`src/rtl/snake_if.sv`:
```
// snake_if: control/status bundle between the user controls and the LED snake sequencer
// Ports (via modports):
//   master drives en, pause, dir, speed and observes step, lap, head, led, busy
//   slave  (snake_step_ctrl) is the mirror image
interface snake_if #(
    parameter int NUM_LEDS = 8
);
    logic                en;
    logic                pause;
    logic                dir;
    logic [1:0]          speed;
    logic                step;
    logic                lap;
    logic [4:0]          head;
    logic [NUM_LEDS-1:0] led;
    logic                busy;

    modport master (
        output en, pause, dir, speed,
        input  step, lap, head, led, busy
    );

    modport slave (
        input  en, pause, dir, speed,
        output step, lap, head, led, busy
    );
endinterface

```
`src/rtl/snake_step_ctrl.sv`:
```
// snake_step_ctrl: LED snake sequencer, divides clk into step ticks and drives the head index and LED mask
// Ports:
//   clk  system clock, rising edge
//   rst  asynchronous active-high reset
//   bus  snake_if.slave: en/pause/dir/speed in; step/lap/head/led/busy out
// Build option: define SNAKE_BOUNCE_EN to bounce at the strip ends instead of wrapping.
module snake_step_ctrl #(
    parameter int CLK_DIV   = 5_000_000,
    parameter int NUM_LEDS  = 8,
    parameter int SNAKE_LEN = 3
) (
    input logic    clk,
    input logic    rst,
    snake_if.slave bus
);
    typedef enum logic [1:0] {IDLE, RUN, HOLD} state_t;

    localparam logic [4:0]          LAST = 5'(NUM_LEDS - 1);
    localparam logic [NUM_LEDS-1:0] ONE  = NUM_LEDS'(1);

    state_t              state;
    logic [31:0]         timer;
    logic [31:0]         per;
    logic                fire;
    logic [4:0]          head_q;
    logic [4:0]          nxt_head;
    logic                dir_q;
    logic                nxt_dir;
    logic                nxt_lap;
    logic                step_q;
    logic                lap_q;
    logic [NUM_LEDS-1:0] led_c;
    int                  t;

    assign per  = 32'(CLK_DIV) >> bus.speed;
    // >= rather than == so a speed increase past the current count fires on the next cycle
    assign fire = timer >= per - 32'd1;

`ifdef SNAKE_BOUNCE_EN
    // direction only flips at the ends; a flip is exactly a lap
    assign nxt_dir  = (!dir_q && head_q == LAST) ? 1'b1 : (dir_q && head_q == 5'd0) ? 1'b0 : dir_q;
    assign nxt_lap  = nxt_dir != dir_q;
    assign nxt_head = nxt_dir ? head_q - 5'd1 : head_q + 5'd1;
`else
    assign nxt_dir  = bus.dir;
    assign nxt_lap  = nxt_dir ? head_q == 5'd0 : head_q == LAST;
    assign nxt_head = nxt_lap ? (nxt_dir ? LAST : 5'd0) : nxt_dir ? head_q - 5'd1 : head_q + 5'd1;
`endif

    // trail sits behind the head: below it when moving up, above it when moving down
    always_comb begin
        led_c = '0;
        t     = 0;
        for (int k = 0; k < SNAKE_LEN; k++) begin
            t = dir_q ? int'(head_q) + k : int'(head_q) - k;
`ifdef SNAKE_BOUNCE_EN
            if (state != IDLE && t >= 0 && t < NUM_LEDS) led_c = led_c | (ONE << t);
`else
            t = t < 0 ? t + NUM_LEDS : t >= NUM_LEDS ? t - NUM_LEDS : t;
            if (state != IDLE) led_c = led_c | (ONE << t);
`endif
        end
    end

    always_ff @(posedge clk or posedge rst) begin
        if (rst) begin
            state  <= IDLE;
            timer  <= '0;
            head_q <= '0;
            dir_q  <= 1'b0;
            step_q <= 1'b0;
            lap_q  <= 1'b0;
        end else begin
            step_q <= 1'b0;
            lap_q  <= 1'b0;
            case (state)
                IDLE: begin
                    timer  <= '0;
                    head_q <= '0;
                    if (bus.en) begin
                        state <= RUN;
                        dir_q <= bus.dir;
                    end
                end
                RUN: begin
                    if (!bus.en) begin
                        state  <= IDLE;
                        timer  <= '0;
                        head_q <= '0;
                    end else if (bus.pause) begin
                        state <= HOLD;
                    end else if (fire) begin
                        timer  <= '0;
                        step_q <= 1'b1;
                        lap_q  <= nxt_lap;
                        head_q <= nxt_head;
                        dir_q  <= nxt_dir;
                    end else begin
                        timer <= timer + 32'd1;
                    end
                end
                HOLD: begin
                    if (!bus.en) begin
                        state  <= IDLE;
                        timer  <= '0;
                        head_q <= '0;
                    end else if (!bus.pause) begin
                        // the edge that froze the count is paid back on release
                        state <= RUN;
                        timer <= timer + 32'd1;
                    end
                end
                default: state <= IDLE;
            endcase
        end
    end

    assign bus.step = step_q;
    assign bus.lap  = lap_q;
    assign bus.head = head_q;
    assign bus.led  = led_c;
    assign bus.busy = state != IDLE;
endmodule

```
`src/flat_wrapper.sv`:
```
// flat-port wrapper written by rule: the top's interface ports become plain ports
module snake_step_ctrl_flat 
#(
    parameter int CLK_DIV   = 5_000_000,
    parameter int NUM_LEDS  = 8,
    parameter int SNAKE_LEN = 3
)
  (clk, rst, bus_en, bus_pause, bus_dir, bus_speed, bus_step, bus_lap, bus_head, bus_led, bus_busy);
  snake_if #(.NUM_LEDS(NUM_LEDS)) bus_i ();
  input logic clk;
  input logic rst;
  input wire logic [$bits(bus_i.en)-1:0] bus_en;
  input wire logic [$bits(bus_i.pause)-1:0] bus_pause;
  input wire logic [$bits(bus_i.dir)-1:0] bus_dir;
  input wire logic [$bits(bus_i.speed)-1:0] bus_speed;
  output wire logic [$bits(bus_i.step)-1:0] bus_step;
  output wire logic [$bits(bus_i.lap)-1:0] bus_lap;
  output wire logic [$bits(bus_i.head)-1:0] bus_head;
  output wire logic [$bits(bus_i.led)-1:0] bus_led;
  output wire logic [$bits(bus_i.busy)-1:0] bus_busy;
  assign bus_i.en = bus_en;
  assign bus_i.pause = bus_pause;
  assign bus_i.dir = bus_dir;
  assign bus_i.speed = bus_speed;
  assign bus_step = bus_i.step;
  assign bus_lap = bus_i.lap;
  assign bus_head = bus_i.head;
  assign bus_led = bus_i.led;
  assign bus_busy = bus_i.busy;
  snake_step_ctrl #(.CLK_DIV(CLK_DIV), .NUM_LEDS(NUM_LEDS), .SNAKE_LEN(SNAKE_LEN)) u_core (.clk(clk), .rst(rst), .bus(bus_i));
endmodule
```
`config.mk`:
```
export PLATFORM = sky130hd
export DESIGN_NAME = snake_step_ctrl_flat
export DESIGN_NICKNAME = d
export VERILOG_FILES = /design/src/rtl/snake_if.sv /design/src/rtl/snake_step_ctrl.sv /design/src/flat_wrapper.sv
export SDC_FILE = /design/constraint.sdc
export NUM_CORES = 1
export LEC_CHECK = 0
export ABC_CLOCK_PERIOD_IN_PS = 8500
export BUFFER_PORTS_ARGS = -buffer_cell sky130_fd_sc_hd__buf_2
export CORE_AREA = 2 2 90 92
export DETAILED_ROUTE_END_ITERATION = 8
export DIE_AREA = 0 0 92 94
export PLACE_DENSITY = 0.84
export SLEW_MARGIN = 20
export SYNTH_ARGS = -nofsm -noshare
export SYNTH_HDL_FRONTEND = slang
export SYNTH_SLANG_ARGS = --single-unit
export TNS_END_PERCENT = 5
```
`constraint.sdc`:
```
create_clock -name clk -period 8.5 [get_ports clk]
set_input_delay 0.425 -clock clk [delete_from_list [all_inputs] [get_ports clk]]
set_output_delay 0.425 -clock clk [all_outputs]
set_load 0.005 [all_outputs]
```
=== Word-level counts from Yosys, hierarchy flattened ===
Index checks and enable logic that the tools add are counted.
W data, S select, Z words.

* Register bits after elaboration: 42
* Bits of input ports: 7
* Output and inout port bits: 16
* Logic and storage cells: 99

* Add/subtract/negate cells: 14
* Order comparisons: 7
* Equality and inequality tests: 12
* Shifts and indexed selects: 4
* Mux-type cells: 45
* Bitwise operators: 2
* Reduce and logical (&&, ||, !) cells: 9

{| class="wikitable"
|+ Operators with widths
! kind !! count
|-
| $mux W32 || 13
|-
| $pmux W32 S3 || 1
|-
| $shl A1 B32 Y8 const A || 3
|-
| $add A32 B5 Y32 const B || 2
|-
| $ge A32 B5 Y1 const B || 2
|-
| $lt A32 B1 Y1 const B || 2
|-
| $sub A32 B5 Y32 const B || 2
|-
| $add A32 B1 Y32 const B || 1
|-
| $ge A32 B32 Y1 || 1
|-
| $shr A23 B2 Y32 const A || 1
|-
| $sub A32 B1 Y32 const B || 1
|-
| $mux W5 || 6
|-
| $mux W8 || 3
|-
| $or A8 B8 Y8 || 2
|-
| $pmux W5 S3 || 1
|-
| $mux W1 || 13
|-
| $mux W2 || 5
|-
| $ne A3 B3 Y1 const B || 3
|-
| $ne A2 B2 Y1 const B || 4
|-
| $add A5 B1 Y6 const B || 1
|-
| $add A5 B2 Y6 const B || 1
|-
| $add A5 B4 Y6 const B || 1
|-
| $pmux W2 S3 || 1
|-
| $reduce_and A3 Y1 || 2
|-
| 20 further kinds || 21
|}

=== Logic depth before layout (Yosys ltp) ===
* Word-level depth: 10
* Mapped depth: 17
* Mapped depth without buffers: 16

=== Worst setup path before layout ===
Ideal clock, no wire load.

* Kind: reg2out
* Start: register u_core.head_q[1] (netlist: u_core.bus.head[1])
* End: output bus_led[4]
* Arrival time: 4.010 ns
* Required time: 8.075 ns
* Slack: 4.065 ns
* Stages on the path, launching flop included: 18
* Path buffers: 1
* Cell sequence: dfrtp_1 buf_6 or4_4 and3_4 or2_2 inv_1 ha_1 inv_1 ha_1 or3_1 ha_1 nor4b_1 nand3b_1 o31ai_1 o2111ai_2 o21ai_2 a31oi_1 o32ai_1

* Longest elaborated chain between the ends: 10
* Elaborated cells between the ends (all ways): 32
* Those cells by class: 10 x add/sub; 6 x order compare; 3 x shift; 11 x mux; 2 x bitwise

{| class="wikitable"
|+ RTL lines
! what !! line !! text
|-
| start, declared || snake_step_ctrl.sv:25 || <nowiki>logic [4:0] head_q;</nowiki>
|-
| start signal, assigned || snake_step_ctrl.sv:96 || <nowiki>head_q <= nxt_head;</nowiki>
|-
| $sub A5 B1 Y6 / $add A5 B1 Y6 (equally long branches) || snake_step_ctrl.sv:55 || <nowiki>t = dir_q ? int'(head_q) + k : int'(head_q) - k;</nowiki>
|-
| $mux W32 || snake_step_ctrl.sv:55 ||
|-
| $sub A32 B5 Y32 / $ge A32 B5 Y1 (equally long branches) || snake_step_ctrl.sv:59 || <nowiki>t = t < 0 ? t + NUM_LEDS : t >= NUM_LEDS ? t - NUM_LEDS : t;</nowiki>
|-
| $mux W32 (2 in series) || snake_step_ctrl.sv:59 ||
|-
| $shl A1 B32 Y8 || snake_step_ctrl.sv:60 || <nowiki>if (state != IDLE) led_c = led_c | (ONE << t);</nowiki>
|-
| $or A8 B8 Y8 || snake_step_ctrl.sv:60 ||
|-
| $mux W8 || snake_step_ctrl.sv:60 ||
|-
| $or A8 B8 Y8 || snake_step_ctrl.sv:60 ||
|-
| $mux W8 (*) || snake_step_ctrl.sv:60 ||
|-
| end, declared || flat_wrapper.sv:19 || <nowiki>output wire logic [$bits(bus_i.led)-1:0] bus_led;</nowiki>
|}

Every way passes the cells marked *; elsewhere a longest branch is shown, timed or not.

=== Worst setup path in the final report ===
* Start: register u_core.head_q[3] (netlist: u_core.bus.head[3])
* End: output bus_led[3]

The elaborated chain is that of the path after synthesis.

==> metrics.yaml <==
placed_design:
  place.gp.congestion: 0.898
  portBuffers: 22
  preCtsSetupSlack_ns: 3.43
  dp_hpwl_mm: 7.75
final_layout:
  n_fill_cell: 653
  multi_input_area_um2: 3160
  area_growth_pct: 5.60
  n_antenna_cell: 0
  layout-drive-gt1-share: 0.0968
  final-seq-area_um2: 1050
  nets: 637
floorplan:
  placeableCoreArea_um2: 7610
  num_rows: 32
  start_util: 0.585
  die_w_um: 92
  boundaryPins: 23
  dieHeight_um: 94
  die-area_um2: 8650
cts:
  postCtsSetupBuffers: 0
  cts_tree: "built"
  cts_resized: 0
  cts_root_buf: "clkbuf_8"
  cts_buffer_depth: 2
  numClockSinks: 42
  clock_latency_ns: 0.30
  htree_levels: 2
  clk_transition_reported_paths_ns: 0.08
  numCtsBuffers: 5
  cts_hold_buf: 0
global_route:
  grt_pass1_vias: 3930
  grt_use_total: 0.252
  grt_pass1_wl_mm: 17.9
  antenna_found_initial: 0
  overflow: 0
  grt_max_degree: 43
synth:
  netlist_instances: 537
  synth_cell_types: 69
  synth.area.top_cells: "dfrtp_1 (24%), ha_1 (20%), nand2_1 (5.1%)"
  yosys_most_used_dff: "dfrtp_1"
  ys_async_sr_fraction: 1.00
  yosysTopAreaCell: "dfrtp_1"
  synth-seq-cells: 42
  ys_top_cells_by_count: "ha_1 (72), nand2_1 (61), dfrtp_1 (42)"
  syn-cell-area_um2: 4450
  ys_seq_area_frac: 0.236
  yosys_warnings: 0
  syn_area_per_cell_um2: 8.29
  yosysMostFrequentCell: "ha_1"
  synth_edf_count: 0
  netlist.area_leader.share: 0.236
worst_setup_path:
  slowest_delay_ns: 0.63
  cp_cell_sequence: "inv_1 > ha_1 > nor2b_2 > nor3b_4 > inv_2 > a31oi_1 > nor2_1 > ha_1 > inv_1 > ha_1 > nor4b_1 > nand2_1 > or4_1 > a21oi_2 > a21oi_2 > o41ai_1 > buf_2"
  critPathMostFrequentCell: "ha_1"
  cp_max_fo: 15
  path_class: "flop to primary output"
  cp-start-kind: "flop"
  critPathRequiredTime_ns: 8.08
  worstSetupEndpointType: "primary output"
  r2r_setup_slack_ns: 4.96
  crit_buf_inv: 4
  critPathSlowestCell: "dfrtp_1"
  arrival_ns: 5.00
  crit_family: "simple AND/OR/NAND/NOR gates"
sta:
  final_max_slew_viol_count: 0
  clock-skew-final_ns: 0.00455
  slew_headroom: 0.445
  setup_ws_ns: 3.08
  rsz0062_at_grt: "no"
  fmax_mhz: 184
  fin_crit_sh: 0.638
  hold_viol_final: 0
  worst_pin_slew_ns: 0.833
  period_minus_slack_ns: 5.42
  finalSetupTns_ns: 0
  setup_violations: 0
detailed_routing:
  via_count: 4086
  drc_errors: 0
  routed_wl_mm: 10.5
  detail_route.vias_per_cell: 6.19
  routedWlPerCell_um: 15.8
  first_pass_iters: 5
  drt_iter0_markers: 186
  antenna_left: 0
power_and_ir_drop:
  p_per_area_nw_per_um2: 201
  leakage_nw: 2.09
  ir_worst_vdd_mv: 0.119
min_path:
  min_path_type: "input pin to async pin"
run:
  drv_cap: 0
run_status:
  status: "finished clean"
[per-layer routing]
layer / share of wire / GRT usage / routed length, um / vias up
met1: 0.43 / 0.309 / 4510 / 1943
met2: 0.50 / 0.461 / 5280 / 111
met4: 0.015 / 0.0883 / 156 / 0
met5: 0 / 0 / 0 / -
met3: 0.049 / 0.0257 / 508 / 13
li1: - / - / - / 2019
[final timing paths]
check	start	end	cells past startpoint
max in group asynchronous	rst	u_core.timer[11]$_DFFE_PP0P_	3
worst max register to register	u_core.timer[4]$_DFFE_PP0P_	u_core.timer[2]$_DFFE_PP0P_	8
min in group clk	bus_dir	u_core.dir_q$_DFFE_PP0P_	2
worst min register to register	u_core.timer[1]$_DFFE_PP0P_	u_core.timer[1]$_DFFE_PP0P_	2
worst max-delay path	u_core.bus.head[3]$_DFFE_PP0P_	bus_led[3]	17
worst min-delay path	rst	u_core.bus.lap$_DFF_PP0_	3
[power breakdown]
part	switching, mW	internal, mW	total [mW]
Combinational	0.373	0.202	0.575
Clock	0.0710	0.0656	0.137
Sequential	0.0220	0.210	0.232
[cell families after synthesis]
| group | after synthesis | synth area share |
|---|---|---|
| xor+xnor | 18 | 0.0371 |
| buf+inv | 55 | 0.0593 |
| simple gates | 207 | 0.233 |
| flops | 42 | 0.236 |
| mux | 5 | 0.0115 |
| other cells | 1 | 0.000843 |
| fa+ha+maj | 73 | 0.207 |
| compound gates | 136 | 0.215 |
[registers in the layout, indices dropped and copies added (netlist names)]
register / count
u_core.bus.head: 5
u_core.bus.lap: 1
u_core.bus.step: 1
u_core.dir_q: 1
u_core.state: 2
u_core.timer: 32
[per-stage QoR]
| step | power [mW] | hold WS (ns) | utilization | cell area, um2 | instances |
|---|---|---|---|---|---|
| finish | 0.943 | 0.235 | 0.618 | 4700 | 660 |
| global route | 1.03 | 0.312 | 0.618 | 4700 | 660 |
| CTS | 0.943 | 0.262 | 0.618 | 4700 | 660 |
| detailed placement | 0.805 | 0.528 | 0.606 | 4610 | 652 |
| global placement | 0.778 | 0.509 | 0.606 | 4610 | 652 |
| floorplan | 0.696 | 0.490 | - | 4480 | 545 |
[layout by cell type (no fill, tap or decap), drive strengths merged, types with 4 or more instances in the layout]
| master | Yosys | final |
|---|---|---|
| a31oi | 12 | 12 |
| ha | 72 | 72 |
| o31ai | 5 | 5 |
| a21oi | 29 | 29 |
| nor2b | 4 | 4 |
| xnor2 | 14 | 14 |
| nand3 | 31 | 31 |
| mux2i | 4 | 4 |
| nor3 | 10 | 10 |
| inv | 35 | 35 |
| o32ai | 6 | 6 |
| a211oi | 4 | 4 |
| nand2 | 63 | 63 |
| clkbuf | 10 | 7 |
| and2 | 5 | 5 |
| o211ai | 4 | 4 |
| o311ai | 5 | 5 |
| nand4 | 16 | 16 |
| a21o | 5 | 5 |
| o21ai | 34 | 34 |
| nor2 | 41 | 41 |
| nor4 | 4 | 4 |
| conb | 1 | 9 |
| a32oi | 12 | 12 |
| buf | 10 | 25 |
| nand2b | 5 | 5 |
| xor2 | 4 | 4 |
| dfrtp | 42 | 42 |
| and3 | 10 | 10 |
[cell type report]
class,count,area share
multi-input cells,448,0.674
flip-flops and latches,42,0.224
repair buffers,25,0.0282
inverters,35,0.0280
well taps,102,0.0272
clock buffers,7,0.0184
clock inverters,1,0.00107
[worst register-to-register path, cell delays in order (launching register included)]
cell,delay [ns]
dfrtp_1,0.45
ha_1,0.32
a211oi_1,0.23
a211oi_1,0.10
or4_1,0.56
o2111ai_2,0.25
a31o_2,0.62
nand2_2,0.47
o311ai_0,0.43
No activity file was read; power rests on OpenSTA's default activity.
